**src/rtl/mips_cpu_bus.sv**
```systemverilog
`default_nettype none
// ============================================================================
// Module   : mips_cpu_bus
// Purpose  : Multi-cycle MIPS32 subset CPU. A single Avalon-style bus is
//            shared by instruction fetch and data access. The CPU runs from
//            0xBFC00000 until it jumps to address 0, then halts.
// Revision : 1.0  initial release
// ============================================================================
module mips_cpu_bus (
  input  logic        clk,
  input  logic        reset,
  output logic        active,
  output logic [31:0] register_v0,
  output logic [31:0] address,
  output logic        write,
  output logic        read,
  input  logic        waitrequest,
  output logic [31:0] writedata,
  output logic [3:0]  byteenable,
  input  logic [31:0] readdata,
  output logic [31:0] check,
  output logic [2:0]  state_c
);

  typedef enum logic [2:0] {
    S_FETCH  = 3'd0,
    S_DECODE = 3'd1,
    S_EXEC   = 3'd2,
    S_MEM    = 3'd3,
    S_WB     = 3'd4,
    S_HALT   = 3'd7
  } state_t;

  localparam logic [31:0] c_RESET_VEC = 32'hBFC0_0000;

  localparam logic [5:0] c_OP_RTYPE = 6'h00;
  localparam logic [5:0] c_OP_J     = 6'h02;
  localparam logic [5:0] c_OP_BEQ   = 6'h04;
  localparam logic [5:0] c_OP_BNE   = 6'h05;
  localparam logic [5:0] c_OP_ADDIU = 6'h09;
  localparam logic [5:0] c_OP_ANDI  = 6'h0C;
  localparam logic [5:0] c_OP_ORI   = 6'h0D;
  localparam logic [5:0] c_OP_XORI  = 6'h0E;
  localparam logic [5:0] c_OP_LUI   = 6'h0F;
  localparam logic [5:0] c_OP_LW    = 6'h23;
  localparam logic [5:0] c_OP_SW    = 6'h2B;

  localparam logic [5:0] c_FN_SLL  = 6'h00;
  localparam logic [5:0] c_FN_SRL  = 6'h02;
  localparam logic [5:0] c_FN_JR   = 6'h08;
  localparam logic [5:0] c_FN_ADDU = 6'h21;
  localparam logic [5:0] c_FN_SUBU = 6'h23;
  localparam logic [5:0] c_FN_AND  = 6'h24;
  localparam logic [5:0] c_FN_OR   = 6'h25;
  localparam logic [5:0] c_FN_XOR  = 6'h26;
  localparam logic [5:0] c_FN_SLT  = 6'h2A;
  localparam logic [5:0] c_FN_SLTU = 6'h2B;

  state_t      r_state, w_next_state;
  logic [31:0] r_pc, r_pc_next, r_ir, r_a, r_b, r_alu, r_target;
  logic [31:0] r_gpr [0:31];
  logic [4:0]  r_dst;
  logic        r_wen, r_taken;
  // Cleared by reset so no request is raised on the reset edge itself.
  logic        r_bus_en;

  logic [5:0]  w_op, w_funct;
  logic [4:0]  w_rs, w_rt, w_rd, w_shamt;
  logic [31:0] w_simm, w_zimm, w_alu, w_target;
  logic [4:0]  w_dst;
  logic        w_wen, w_taken, w_is_lw, w_is_sw;

  assign w_op    = r_ir[31:26];
  assign w_rs    = r_ir[25:21];
  assign w_rt    = r_ir[20:16];
  assign w_rd    = r_ir[15:11];
  assign w_shamt = r_ir[10:6];
  assign w_funct = r_ir[5:0];
  assign w_simm  = {{16{r_ir[15]}}, r_ir[15:0]};
  assign w_zimm  = {16'h0000, r_ir[15:0]};
  assign w_is_lw = (w_op == c_OP_LW);
  assign w_is_sw = (w_op == c_OP_SW);

  // Bus requests are pure functions of state so they hold steady while stalled.
  assign read       = r_bus_en && (((r_state == S_FETCH) && (r_pc != 32'h0)) ||
                                   ((r_state == S_MEM) && w_is_lw));
  assign write      = r_bus_en && (r_state == S_MEM) && w_is_sw;
  assign address    = (r_state == S_MEM) ? r_alu : r_pc;
  assign writedata  = r_b;
  assign byteenable = (read || write) ? 4'b1111 : 4'b0000;
  assign active     = (r_state != S_HALT);
  assign register_v0 = r_gpr[2];
  assign check      = r_ir;
  assign state_c    = r_state;

  // ALU, branch/jump resolution and destination select for the held IR.
  always_comb begin
    w_alu    = 32'h0;
    w_wen    = 1'b0;
    w_dst    = w_rt;
    w_taken  = 1'b0;
    w_target = r_pc_next + {w_simm[29:0], 2'b00};
    case (w_op)
      c_OP_RTYPE: begin
        w_dst = w_rd;
        w_wen = 1'b1;
        case (w_funct)
          c_FN_ADDU: w_alu = r_a + r_b;
          c_FN_SUBU: w_alu = r_a - r_b;
          c_FN_AND:  w_alu = r_a & r_b;
          c_FN_OR:   w_alu = r_a | r_b;
          c_FN_XOR:  w_alu = r_a ^ r_b;
          c_FN_SLT:  w_alu = {31'h0, $signed(r_a) < $signed(r_b)};
          c_FN_SLTU: w_alu = {31'h0, r_a < r_b};
          c_FN_SLL:  w_alu = r_b << w_shamt;
          c_FN_SRL:  w_alu = r_b >> w_shamt;
          c_FN_JR: begin
            w_wen    = 1'b0;
            w_taken  = 1'b1;
            w_target = r_a;
          end
          default:   w_wen = 1'b0;
        endcase
      end
      c_OP_ADDIU: begin w_alu = r_a + w_simm;             w_wen = 1'b1; end
      c_OP_ANDI:  begin w_alu = r_a & w_zimm;             w_wen = 1'b1; end
      c_OP_ORI:   begin w_alu = r_a | w_zimm;             w_wen = 1'b1; end
      c_OP_XORI:  begin w_alu = r_a ^ w_zimm;             w_wen = 1'b1; end
      c_OP_LUI:   begin w_alu = {r_ir[15:0], 16'h0000};   w_wen = 1'b1; end
      c_OP_LW:    begin w_alu = r_a + w_simm;             w_wen = 1'b1; end
      c_OP_SW:    w_alu   = r_a + w_simm;
      c_OP_BEQ:   w_taken = (r_a == r_b);
      c_OP_BNE:   w_taken = (r_a != r_b);
      c_OP_J: begin
        w_taken  = 1'b1;
        w_target = {r_pc_next[31:28], r_ir[25:0], 2'b00};
      end
      default: ;
    endcase
  end

  // Next-state logic; bus phases advance only when the slave stops stalling.
  always_comb begin
    w_next_state = r_state;
    case (r_state)
      S_FETCH: begin
        if (r_pc == 32'h0)              w_next_state = S_HALT;
        else if (read && !waitrequest)  w_next_state = S_DECODE;
      end
      S_DECODE: w_next_state = S_EXEC;
      S_EXEC:   w_next_state = (w_is_lw || w_is_sw) ? S_MEM : S_WB;
      S_MEM:    if (!waitrequest) w_next_state = S_WB;
      S_WB:     w_next_state = S_FETCH;
      S_HALT:   w_next_state = S_HALT;
      default:  w_next_state = S_FETCH;
    endcase
  end

  // State register; reset overrides every state including a stalled request.
  always_ff @(posedge clk) begin
    if (!reset) r_state <= S_FETCH;
    else        r_state <= w_next_state;
  end

  // Datapath registers: IR/operand latch, EXEC results, writeback and PC step.
  always_ff @(posedge clk) begin
    if (!reset) begin
      r_bus_en  <= 1'b0;
      r_pc      <= c_RESET_VEC;
      r_pc_next <= c_RESET_VEC + 32'd4;
      r_ir      <= 32'h0;
      r_a       <= 32'h0;
      r_b       <= 32'h0;
      r_alu     <= 32'h0;
      r_target  <= 32'h0;
      r_dst     <= 5'd0;
      r_wen     <= 1'b0;
      r_taken   <= 1'b0;
      for (int i = 0; i < 32; i++) r_gpr[i] <= 32'h0;
    end else begin
      r_bus_en <= 1'b1;
      case (r_state)
        S_DECODE: begin
          r_ir <= readdata;
          r_a  <= r_gpr[readdata[25:21]];
          r_b  <= r_gpr[readdata[20:16]];
        end
        S_EXEC: begin
          r_alu    <= w_alu;
          r_wen    <= w_wen;
          r_dst    <= w_dst;
          r_taken  <= w_taken;
          r_target <= w_target;
        end
        S_WB: begin
          if (r_wen && (r_dst != 5'd0))
            r_gpr[r_dst] <= w_is_lw ? readdata : r_alu;
          r_pc      <= r_pc_next;
          r_pc_next <= r_taken ? r_target : (r_pc_next + 32'd4);
        end
        default: ;
      endcase
    end
  end

endmodule
`default_nettype wire

```
**config.mk**
```make
export PLATFORM = sky130hd
export DESIGN_NAME = mips_cpu_bus
export DESIGN_NICKNAME = d
export VERILOG_FILES = /design/src/rtl/mips_cpu_bus.sv
export SDC_FILE = /design/constraint.sdc
export NUM_CORES = 2
export LEC_CHECK = 0
export ABC_AREA = 1
export CAP_MARGIN = 20
export CORE_MARGIN = 2
export CORE_UTILIZATION = 40
export CTS_CLUSTER_SIZE = 14
export DETAILED_ROUTE_END_ITERATION = 8
export PLACE_DENSITY = 0.64
export SLEW_MARGIN = 20
export SYNTH_ARGS = -nofsm -noshare
export SYNTH_HDL_FRONTEND = slang
export SYNTH_SLANG_ARGS = --single-unit
```
**constraint.sdc**
```tcl
create_clock -name clk -period 4.15 [get_ports clk]
set_clock_uncertainty 0.2 [all_clocks]
set_input_delay 0.83 -clock clk [delete_from_list [all_inputs] [get_ports clk]]
set_output_delay 0.83 -clock clk [all_outputs]
set_load 0.05 [all_outputs]
```
==> qor.yml <==
cts:
  path_clk_slew_ps: 60
  htreeDepth: 4
  cts_made_buffers: 140
  post_cts_buffers: 0
  holdBufCountCts: 0
  cts_sinks: 1259
  cts_tree: "built"
  clockBufferDepth: 3
  root_buffer: "clkbuf_16"
  clk_latency_ps: 840
setup_path:
  cp-start-kind: "register"
  path_cells: "inv_1 > ha_1 > buf_12 > nor2_1 > buf_4 > nand3_1 > nand3_1 > buf_4 > nand3_1 > nand3_1 > nand2_1 > nand3_1 > nand3_1 > buf_4 > nand2_1 > nand2_1 > nand2_1 > a21oi_1"
  rr_endpoint: "r_alu[21]$_SDFFE_PN0N_"
  crit_path_end_kind: "register"
  reg2regPathDepth: 18
  r2r_setup_slack_ps: 70
  worstPathArrival_ps: 4590
  cpMostUsedCell: "nand3_1"
  slowest_stage: "dfxtp_1"
  cp_max_fo: 5
  critPathKind: "register to register"
  r2r_start: "writedata[2]$_SDFFE_PN0P_"
  slowest_delay_ps: 780
  required_ps: 4660
sta:
  worst_pin_slew_ps: 1210
  fin_crit_ps: 4080
  setup_viol: 0
  maxSlewHeadroom_pct: 18.6
  timing.fmax_ghz: 0.245
  fin_crit_sh_pct: 98.3
  fin_hold_ws_ps: 267
  rsz0062_at_grt: "no"
  slew_viol_final: 0
  setup-tns-final_ps: 0
  hold_violations: 0
min_path:
  whs_path_depth: 2
  hold_path.class: "register to register"
  min-delay-start: "r_alu[4]$_SDFFE_PN0N_"
  holdPathEnd: "r_alu[4]$_SDFFE_PN0N_"
synth:
  ys_seq_area_share_pct: 45.5
  synth_seq_cells: 1259
  yosysWarnings: 0
  synth_area_um2: 77800
  synth_largest_area_cell: "edfxtp_1"
  async_reset_ff_share_pct: 0
  synth_top_area_share_pct: 39.5
  yosysUniqueCellTypes: 55
  synthFlopType: "edfxtp_1"
  synth_edf_count: 1024
  avgSynthCellArea_um2: 7.62
  synthTopCellsByArea: "edfxtp_1 39%, nor2_1 11%, o21ai_0 9.8%"
  synthCells: 10200
die:
  fp.coreArea_um2: 193000
  initial_core_util_pct: 40.3
  die_y_um: 445
  ios: 173
  die_area_um2: 198000
  rows: 161
  die_width_um: 445
cells_and_area:
  fill_cells: 18800
  drive_gt1_share_pct: 10.3
  utilization_pct: 47.3
  final_nets: 10700
  syn_to_final_growth_pct: 17.3
  stdcell_count: 13100
global_route:
  grt_use_met2_pct: 58.0
  grt_max_degree: 126
  grt_pass1_wl_um: 566000
  grt.overflow.total: 0
  grt_pass1_vias: 77000
  antenna_found_initial: 20
  use_met3_pct: 10.2
  grt_util_all_layers_pct: 39.5
  busiest_layer: "met2"
  grt_util_met1_pct: 50.5
placement:
  dpl.cell_count: 12900
  numPortBuffers: 172
  dpl.hpwl_um: 284000
  gp_congestion: 1.06
detailed_routing:
  wirelength_um: 405000
  drcViolationCount: 0
  ant_nets: 0
  via_per_inst: 6.38
  drtIter0Drc: 13900
  wl_per_cell_um: 30.9
  num_vias: 83700
  drt_first_pass_iters: 9
pwr:
  p_leak_nw: 34.8
  power_density_nw_per_um2: 448
  peakVddDrop_mv: 0.465
run:
  maxCapViolations: 0
outcome:
  status: "complete, no violations"
==> worst max-delay path, delay by kind of cell, from the launching register on <==
family                     cells  cell delay (ps)
adders and majority gates      1              460
and+or+nand+nor               11             1410
buffers and inverters          5             1030
AOI/OAI and AO/OA              1               70
DFF                            1              780
==> area by class of cell <==
cell class                 count  area (µm²)  share of cell area (%)
antenna                        8        20.0                  0.0219
multi-input combinational   7460       37100                    40.7
timing repair buffer         907        8510                    9.32
sequential                  1259       35500                    38.8
clock buffer                 188        3830                    4.19
tap                         2526        3160                    3.46
inverter                     701        2670                    2.93
clock inverter                65         523                   0.573
==> through the flow <==
stage                     area (µm²)  setup WS [ps]  total power (W)
final                          91300           72.2           0.0409
after global routing           91300           9.54           0.0419
after CTS                      91300           36.2           0.0403
after detailed placement       86900           81.0           0.0282
after global placement         86900           32.4           0.0282
after floorplan                78000            396           0.0214
==> synth_stat cells, types with 2 or more instances <==
cell type / number
a21boi_0: 4
o21bai_1: 11
ha_1: 173
o2111ai_1: 2
buf_4: 6
dfxtp_1: 235
mux2i_1: 7
o221ai_1: 342
o211a_1: 3
buf_1: 41
nand4_1: 69
xnor2_1: 4
nor2_2: 2
fa_1: 4
a311oi_1: 2
and2_1: 23
o221a_2: 2
nor4_1: 22
a31o_2: 2
nand3b_1: 13
o21ai_0: 1526
edfxtp_1: 1024
nor3_1: 54
a21oi_1: 599
buf_2: 42
a31oi_1: 27
clkinv_1: 7
or2_2: 20
xor2_1: 12
inv_2: 8
nand3_1: 652
and3_1: 9
a21o_1: 8
clkbuf_1: 738
a211oi_1: 14
a221oi_1: 26
nand2_1: 1320
nor2_1: 2207
o21a_1: 6
inv_1: 686
a22oi_1: 24
o211ai_1: 63
a32o_1: 14
o31ai_1: 44
o22ai_1: 109
==> sequential cells by signal, summed over array words and instances (netlist names) <==
signal / count
r_pc: 32
r_dst: 5
check: 32
r_a: 32
r_taken: 1
r_gpr: 1024
r_alu: 32
r_bus_en: 1
writedata: 32
r_target: 32
r_wen: 1
r_pc_next: 32
state_c: 3
==> report_power, final <==
part	total (W)	internal, W	switching, W
combinational	0.0137	0.00415	0.00953
clock	0.0123	0.00690	0.00541
sequential	0.0149	0.0142	0.000651
==> cell families after synthesis <==
family,after synthesis,share of synthesized area [%]
XOR/XNOR,16,0.180
buffers and inverters,1528,7.46
other,1,0.00482
AND/OR/NAND/NOR,4397,22.9
AO/OA/AOI/OAI,2831,20.9
flip-flops,1259,45.5
adder cells (fa/ha/maj),177,2.88
multiplexers,7,0.0900
==> layout by cell type, fill, tap and decap left out, types with 23 or more instances in the layout <==
master / n
nand3_1: 648
nand2_2: 32
clkdlybuf4s50_1: 129
and2_1: 23
conb_1: 32
dfxtp_1: 226
inv_1: 679
edfxtp_1: 1024
a221oi_1: 26
ha_1: 173
o21ai_0: 1501
clkinv_1: 33
nand2_1: 1288
buf_4: 664
o31ai_1: 44
nor2_1: 2206
clkbuf_1: 37
a21oi_1: 596
nor3_1: 51
nand4_1: 69
a31oi_1: 27
buf_12: 107
o22ai_1: 109
o211ai_1: 63
o221ai_1: 342
clkbuf_16: 143
a22oi_1: 24
==> routing by layer <==
layer | routed length [µm] | share of wire [%] | vias to the layer above
met5 | 291 | 0.072 | -
met3 | 52600 | 13 | 1492
met4 | 35600 | 8.8 | 28
li1 | - | - | 35900
met1 | 148000 | 36 | 39600
met2 | 169000 | 42 | 6722
==> how the worst max path moves through the flow <==
stage	cells past startpoint	to	slack, ps	startpoint
final	18	r_alu[21]$_SDFFE_PN0N_	70	writedata[2]$_SDFFE_PN0P_
after global routing	8	byteenable[3]	10	state_c[0]$_SDFFE_PN0P_
after CTS	18	r_alu[9]$_SDFFE_PN0N_	40	writedata[4]$_SDFFE_PN0P_
after detailed placement	19	r_alu[21]$_SDFFE_PN0N_	80	writedata[12]$_SDFFE_PN0P_
after global placement	19	r_alu[21]$_SDFFE_PN0N_	30	writedata[12]$_SDFFE_PN0P_
after floorplan	6	byteenable[1]	400	state_c[0]$_SDFFE_PN0P_
==> timing repair <==
action | in CTS | in global routing
resized for setup | 0 | 6
endpoints found under the hold margin | 0 | 0
setup endpoints to repair | 0 | 13
No activity file was read; power rests on OpenSTA's default activity.
